$ cat src/rtl/a0_uart_tx.sv
// a0_uart_tx: sends each new value of the CPU a0 register as four UART bytes, MSB first.
// Define A0_UART_TX_PARITY_EN to add an even parity bit to every byte (11-bit frames).
module a0_uart_tx #(
    parameter int WIDTH        = 32,
    parameter int CLKS_PER_BIT = 868,
    parameter int FIFO_DEPTH   = 4
) (
    input  logic             clk,
    input  logic             rst,
    input  logic [WIDTH-1:0] a0_in,
    output logic             tx,
    output logic             busy,
    output logic             overflow
);
    localparam int AW = $clog2(FIFO_DEPTH);
    localparam int CW = AW + 1;

    typedef enum logic [2:0] {
        IDLE,
        START,
        DATA,
`ifdef A0_UART_TX_PARITY_EN
        PARITY,
`endif
        STOP
    } state_t;

`ifdef A0_UART_TX_PARITY_EN
    localparam state_t AFTER_DATA = PARITY;
`else
    localparam state_t AFTER_DATA = STOP;
`endif

    state_t           state_q, state_d;
    logic [15:0]      cnt_q, cnt_d;
    logic [2:0]       bit_q, bit_d;
    logic [1:0]       byte_q, byte_d;
    logic [WIDTH-1:0] shift_q, shift_d;
    logic [WIDTH-1:0] prev_q;
    logic [WIDTH-1:0] mem [FIFO_DEPTH];
    logic [AW-1:0]    wr_q, rd_q;
    logic [CW-1:0]    count_q, count_d;
    logic             tx_q, tx_d, busy_q, busy_d, ovf_q, ovf_d;
    logic             push, pop, full, accept, wrap;
    logic [7:0]       cur_byte;

    assign push   = a0_in != prev_q;
    assign full   = count_q == CW'(FIFO_DEPTH);
    assign accept = push && (!full || pop);

    always_comb begin
        state_d = state_q;
        bit_d   = bit_q;
        byte_d  = byte_q;
        shift_d = shift_q;
        pop     = 1'b0;
        wrap    = cnt_q == 16'(CLKS_PER_BIT - 1);
        cnt_d   = (state_q == IDLE || wrap) ? 16'd0 : cnt_q + 16'd1;
        case (state_q)
            IDLE: if (count_q != '0) begin
                pop     = 1'b1;
                shift_d = mem[rd_q];
                byte_d  = 2'd0;
                state_d = START;
            end
            START: if (wrap) begin
                bit_d   = 3'd0;
                state_d = DATA;
            end
            DATA: if (wrap) begin
                bit_d   = bit_q + 3'd1;
                state_d = (bit_q == 3'd7) ? AFTER_DATA : DATA;
            end
`ifdef A0_UART_TX_PARITY_EN
            PARITY: if (wrap) state_d = STOP;
`endif
            STOP: if (wrap) begin
                byte_d  = (byte_q == 2'd3) ? byte_q : byte_q + 2'd1;
                state_d = (byte_q == 2'd3) ? IDLE : START;
            end
            default: state_d = IDLE;
        endcase
        // tx is registered from the next state so the line never glitches
        cur_byte = shift_d[{~byte_d, 3'b000} +: 8];
        tx_d     = (state_d == START) ? 1'b0 : (state_d == DATA) ? cur_byte[bit_d] : 1'b1;
`ifdef A0_UART_TX_PARITY_EN
        if (state_d == PARITY) tx_d = ^cur_byte;
`endif
        count_d = count_q + CW'(accept) - CW'(pop);
        ovf_d   = ovf_q | (push & full & ~pop);
        busy_d  = (state_d != IDLE) || (count_d != '0);
    end

    always_ff @(posedge clk or negedge rst) begin
        if (!rst) begin
            state_q <= IDLE;
            cnt_q   <= '0;
            bit_q   <= '0;
            byte_q  <= '0;
            shift_q <= '0;
            prev_q  <= '0;
            wr_q    <= '0;
            rd_q    <= '0;
            count_q <= '0;
            tx_q    <= 1'b1;
            busy_q  <= 1'b0;
            ovf_q   <= 1'b0;
        end else begin
            state_q <= state_d;
            cnt_q   <= cnt_d;
            bit_q   <= bit_d;
            byte_q  <= byte_d;
            shift_q <= shift_d;
            prev_q  <= a0_in;
            wr_q    <= accept ? wr_q + AW'(1) : wr_q;
            rd_q    <= pop ? rd_q + AW'(1) : rd_q;
            count_q <= count_d;
            tx_q    <= tx_d;
            busy_q  <= busy_d;
            ovf_q   <= ovf_d;
        end
    end

    always_ff @(posedge clk) begin
        if (accept) mem[wr_q] <= a0_in;
    end

    assign tx       = tx_q;
    assign busy     = busy_q;
    assign overflow = ovf_q;
endmodule

$ cat config.mk
export PLATFORM = sky130hd
export DESIGN_NAME = a0_uart_tx
export DESIGN_NICKNAME = d
export VERILOG_FILES = /design/src/rtl/a0_uart_tx.sv
export SDC_FILE = /design/constraint.sdc
export NUM_CORES = 1
export LEC_CHECK = 0
export BUFFER_PORTS_ARGS = -buffer_cell sky130_fd_sc_hd__buf_4
export CAP_MARGIN = 20
export CORE_MARGIN = 1
export CORE_UTILIZATION = 60
export DETAILED_ROUTE_END_ITERATION = 16
export GPL_TIMING_DRIVEN = 0
export PLACE_DENSITY = 0.74
export SETUP_SLACK_MARGIN = 0.1
export SLEW_MARGIN = 40
export SYNTH_ARGS = -nofsm -noshare
export SYNTH_HDL_FRONTEND = slang
export SYNTH_SLANG_ARGS = --single-unit
$ cat constraint.sdc
create_clock -name clk -period 3.35 [get_ports clk]
set_clock_uncertainty 0.05 [all_clocks]
set_input_delay 0.67 -clock clk [delete_from_list [all_inputs] [get_ports clk]]
set_output_delay 0.67 -clock clk [all_outputs]
set_load 0.01 [all_outputs]
== After elaboration in Yosys (flattened, before gate mapping) ==
Memory sizes are Yosys's and may differ from the RTL's.
Index checks and enable logic that the tools add are counted.

* Register bits after elaboration: 98
* Memory bits (writable): 128
* Input port bits: 34
* Output and inout bits: 3
* Word-level logic and storage cells: 71
* Memories kept: 1

* Add/subtract/negate cells: 7
* Magnitude comparators: 1
* Equal/unequal tests: 10
* Shifts and indexed selects: 1
* Muxes and demuxes: 25
* Bitwise logic cells: 5
* Reductions and logical operators: 9

{| class="wikitable"
|+ Memory list
! memory !! depth !! bits a word !! rd ports !! clocked after Yosys merged registers in !! wr ports !! RTL line !! text
|-
| mem || 4 || 32 || 1 || 0 || 1 || 40 || <nowiki>logic [WIDTH-1:0] mem [FIFO_DEPTH];</nowiki>
|}

{| class="wikitable"
|+ Operators by type and width
! kind !! number
|-
| $mux 32 || 2
|-
| $ne 32x32->1 || 1
|-
| $shiftx 32x6->8 || 1
|-
| $mux 3 || 6
|-
| $add 16x1->16 const B || 1
|-
| $eq 16x10->1 const B || 1
|-
| $mux 16 || 1
|-
| $pmux 3 s4 || 1
|-
| $eq 3x2->1 const B || 3
|-
| $mux 1 || 9
|-
| $reduce_bool 3->1 || 3
|-
| $add 2x1->2 const B || 3
|-
| $eq 3x1->1 const B || 2
|-
| $eq 3x3->1 const B || 2
|-
| $mux 2 || 3
|-
| $pmux 3 s2 || 1
|-
| $lt 3x4->1 const B || 1
|-
| $pmux 2 s2 || 1
|-
| $add 3x1->3 || 1
|-
| $add 3x1->3 const B || 1
|-
| $bmux 1 s3 || 1
|-
| $logic_not 3->1 || 1
|-
| $logic_or 1x1->1 || 3
|-
| $sub 3x1->3 || 1
|-
| 7 further kinds || 8
|}

== Longest topological paths before layout ==
* Depth in word-level cells: 10
* Mapped depth: 15
* Gate-level depth less buffers: 13

== Worst setup path before layout ==
OpenSTA, ideal clock, no wires.

* Path kind: flip-flop to flip-flop
* Start point: reg state_q[1]
* End point: reg busy_q (netlist: busy)
* Setup time: 0.125 ns
* Arrival: 2.874 ns
* Data required time: 3.175 ns
* Path slack: 0.301 ns
* Stages on the path, launching flop included: 16
* Path buffers: 4
* Clock period less this slack: 3.049 ns
* Cells stage by stage: dfrtp_1 buf_6 or3_4 or2_1 buf_6 clkinv_2 buf_6 buf_2 ha_1 inv_1 ha_1 fa_1 xor2_1 xnor2_1 nor4_1 nand2_1

* Word-level cells in the longest chain between the ends: 8
* Elaborated cells on any way between the ends: 17
* Classes of those cells: add/sub (2); eq/ne (3); mux (6); reduce/logical (6)

{| class="wikitable"
|+ Ends and longest elaborated chain
! item !! RTL line !! text
|-
| from (decl) || 34 || <nowiki>state_t state_q, state_d;</nowiki>
|-
| from (signal assigned) || 109 || <nowiki>state_q <= state_d;</nowiki>
|-
| $logic_not 3->1 * || 59 || <nowiki>case (state_q)</nowiki>
|-
| $mux 1 * || 59 ||
|-
| $logic_or 1x1->1 || 49 || <nowiki>assign accept = push && (!full || pop);</nowiki>
|-
| $logic_and 1x1->1 || 49 ||
|-
| $add 3x1->3 || 89 || <nowiki>count_d = count_q + CW'(accept) - CW'(pop);</nowiki>
|-
| $sub 3x1->3 * || 89 ||
|-
| named net count_d[2] || 42 || <nowiki>logic [CW-1:0] count_q, count_d;</nowiki>
|-
| $reduce_bool 3->1 * || 91 || <nowiki>busy_d = (state_d != IDLE) || (count_d != '0);</nowiki>
|-
| $logic_or 1x1->1 * || 91 ||
|-
| named net busy_d || 43 || <nowiki>logic tx_q, tx_d, busy_q, busy_d, ovf_q, ovf_d;</nowiki>
|-
| to (signal assigned) || 119 || <nowiki>busy_q <= busy_d;</nowiki>
|-
| to (decl) || 43 ||
|}

The timed path passes the listed nets; every way through them passes the cells marked *.
A chain may end at the register's enable or synchronous reset.

== Worst setup path after layout ==
* Start point: reg state_q[0]
* End point: reg busy_q (netlist: busy)

Same word-level chain as after synthesis.

==> results.rst <==
.. list-table::
   :header-rows: 1

   * - Metric
     - Value
   * - Status
     - finished, final reports clean
   * - Setup repair after global routing missed its margin
     - false
   * - Class of the tightest hold or removal check
     - in -> async
   * - Post-synthesis average cell area
     - 16.9 sq um
   * - Arrival @ worst endpoint
     - 3.48 ns
   * - Launch instance of the worst register-to-register path
     - state_q[0]$_DFF_PN0_
   * - Number of pins exceeding their max-slew limit in the final report
     - 0
   * - Bufs on Longest Clock Path
     - 3
   * - Design Area, Final
     - 10600 sq um
   * - Largest cells by area after synthesis
     - edfxtp_1, dfrtp_1, mux4_2
   * - Setup slack of the most critical reg-to-reg path
     - 0.21 ns
   * - Critical Path Max Stage Delay
     - 0.39 ns
   * - Vias in the first global route
     - 4969
   * - Cell count after synthesis
     - 536
   * - Clock network latency to the later pin of the worst-skew pair
     - 0.53 ns
   * - Buffer cell driving the clock tree root
     - clkbuf_16
   * - Std-Cell Core Area
     - 14600 sq um
   * - Sort of element at the start of the critical path
     - flop
   * - Launch point of the worst path
     - state_q[0]$_DFF_PN0_
   * - Worst endpoint required time
     - 3.68 ns
   * - Place WS
     - -0.541 ns
   * - Share of the cycle needed by the critical path after routing
     - 0.938
   * - Top-count cell post-synth
     - edfxtp_1
   * - Reported leakage power
     - 4.02 nW
   * - Number of rows in the core area
     - 44
   * - Gp weighted congestion
     - 0.806
   * - Fillers
     - 911
   * - CTS Hold Buffers Added
     - 0
   * - Register area share after synthesis
     - 0.696
   * - Synth warnings
     - 0
   * - Most instantiated cells after synthesis
     - edfxtp_1, dfrtp_1, xnor2_1
   * - Number of nets with antenna violations after detailed routing
     - 0
   * - Async SR Flop Fraction
     - 0.434
   * - Highest Clock Rate
     - 318 MHz
   * - Overflow after GRT
     - 0
   * - Worst r2r path cells
     - 15
   * - Final antenna diode count
     - 0
   * - Detailed-routing iteration count for the pre-antenna-repair pass
     - 5
   * - Number of DRC violations after detailed routing
     - 0
   * - Worst R2R End
     - busy$_DFF_PN0_
   * - Aggregate global-route resource usage
     - 0.227
   * - Hold violation total from the final report
     - 0
   * - Share of the synthesized area in the top cell type
     - 0.425
   * - Number of setup violations in the final report
     - 0
   * - Standard cell with the maximum stage delay on the critical path
     - or3_4
   * - Vert. Die Dim
     - 125 um
   * - Post-synthesis register bit count
     - 226
   * - Placed instance area
     - 9650 sq um
   * - Initial antenna violation count
     - 0
   * - Fraction of layout cells with a size suffix above 1
     - 0.295
   * - Number of buffers inserted during clock tree synthesis
     - 22
   * - Post-detail-place hpwl
     - 10.3 mm
   * - CTS tree
     - done
   * - Library cells used by synthesis
     - 55
   * - Clk slew on worst S/H paths
     - 0.06 ns
   * - Count of buffers inserted at the top-level ports
     - 36
   * - Final #Nets
     - 659
   * - Capturing instance or port of the critical path
     - busy$_DFF_PN0_
   * - Kind of capture point of the worst setup path
     - flop
   * - Kind of critical path
     - reg -> reg
   * - Max capacitance violation total
     - 0
   * - Number of I/O pins
     - 37
   * - Sink count of the clock tree
     - 226
   * - DRC marker count from the first detailed-route iteration
     - 274
   * - H-tree lvl count
     - 1
   * - Normalized max-slew margin
     - 0.554
   * - Largest voltage drop on the vdd net
     - 0.531 mV
   * - Worst-Margin Slew
     - 0.669 ns
   * - Wire length per cell
     - 20.9 um
   * - Final period demand of the worst path
     - 3.14 ns
   * - Syn-to-layout area delta
     - 16.9%
   * - Area of the die
     - 15600 sq um
   * - Starting Density
     - 0.618
   * - Cell area after synthesis
     - 9050 sq um
   * - Worst setup slack after layout
     - 0.208 ns
   * - Mapped Nets
     - 581
   * - Die boundary width
     - 125 um
   * - Series of cell instances along the critical path
     - buf_6, or3_4, or2_4, buf_6, clkinv_8, buf_12, buf_12, ha_1, inv_1, ha_2, fa_2, xor2_1, xnor2_1, nor4_1, nand2_1
   * - Total wirelength of the detailed-routed design
     - 17.0 mm
   * - Total number of vias
     - 4852
   * - Number of vias per cell
     - 5.96
   * - Pwr Density
     - 873 nW/um^2
   * - Prevailing post-synth register cell
     - edfxtp_1
   * - First-pass GRT wire length
     - 27.0 mm
   * - Post-synthesis cell type with the largest combined area
     - edfxtp_1
   * - Largest net degree at the start of global routing
     - 99
   * - Count of flip-flops with a built-in enable after synthesis
     - 128
   * - Crit path max fanout
     - 10
## how the worst min path moves through the flow
stage | from | endpoint | depth (start not counted)
floorplan | rst | bit_q[0]$_DFF_PN0_ | 0
global placement | overflow$_DFF_PN0_ | overflow$_DFF_PN0_ | 1
detailed placement | shift_q[15]$_DFF_PN0_ | shift_q[15]$_DFF_PN0_ | 1
CTS | rst | prev_q[0]$_DFF_PN0_ | 1
global route | rst | cnt_q[8]$_DFF_PN0_ | 1
finish | rst | cnt_q[8]$_DFF_PN0_ | 1
## layout by cell type, fill, tap and decap left out, drive strengths merged, types with 2 or more instances in the layout
cell	instances
edfxtp	128
dfrtp	97
buf	66
xnor2	42
clkbuf	37
nor2	34
mux4	32
mux2	32
nor3	16
inv	13
nand2	11
a21oi	11
xor2	10
nand4	10
mux2i	10
ha	10
clkinv	9
nand3	8
o21ai	6
and3	5
and2	5
nor4	5
nor2b	2
a22o	2
o31a	2
a31oi	2
o31ai	2
a32oi	2
## worst max-delay path: cells and delay by family (launching register included)
kind	cells	cell delay, ns
XOR/XNOR	2	0.32
adder cells (fa/ha/maj)	3	0.63
buffers and inverters	6	0.64
flip-flops	1	0.37
AND/OR/NAND/NOR	4	1.00
## flip-flops by register name (all words and copies together) (netlist names)
| register | cells |
|---|---|
| prev_q | 32 |
| shift_q | 32 |
| wr_q | 2 |
| bit_q | 3 |
| cnt_q | 16 |
| tx | 1 |
| overflow | 1 |
| busy | 1 |
| state_q | 3 |
| rd_q | 2 |
| count_q | 3 |
| byte_q | 2 |
| mem | 128 |
## final cells by class
cell class,count,area [sq um],area share
plain buffers,18,144,0.0136
clock buffers,31,624,0.0590
clock inverters,9,67.6,0.00639
inverters,14,67.6,0.00639
multi-input cells,278,2660,0.252
flip-flops and latches,226,6300,0.595
well taps,184,230,0.0218
repair buffers,54,483,0.0457
## per-stage QoR
step	setup TNS, ns	total power, W	cells	hold WS (ns)	util
floorplan	0	0.00592	536	0.324	-
global placement	-89.09	0.00665	756	0.409	0.652
detailed placement	-1.11	0.00687	760	0.438	0.659
CTS	0	0.00920	800	0.175	0.710
global route	0	0.00967	814	0.0210	0.722
finish	0	0.00923	814	0.000115	0.722
## where the power goes
group | total (W) | switching (W) | internal (W)
Clock | 0.00231 | 0.00100 | 0.00131
Sequential | 0.00416 | 0.000241 | 0.00392
Combinational | 0.00275 | 0.00146 | 0.00130
Total | 0.00923 | 0.00270 | 0.00653
## routing by layer
layer  track usage  vias to the layer above  share of wire
li1              -                     2163              -
met5             0                        -              0
met2         0.377                      124           0.50
met4        0.0588                        0          0.020
met1         0.317                     2534           0.44
met3        0.0357                       31          0.042
## timing repair
| item | in CTS | in global routing |
|---|---|---|
| setup buffers | 0 | 13 |
| pin swaps | 0 | 7 |
| endpoints found under the setup margin | 3 | 2 |
| gates resized for setup | 9 | 17 |
## cell families (layout without fill, tap and decap cells)
logic type      after synthesis  count (layout)  synth area share
xor+xnor                     52              52            0.0503
flops                       226             226             0.696
compound gates               35              35            0.0281
buf+inv                      32             126            0.0187
simple gates                105             105            0.0601
other cells                   1               1          0.000414
fa+ha+maj                    11              11            0.0160
mux                          74              74             0.131
Power figures use the tool's default switching activity.
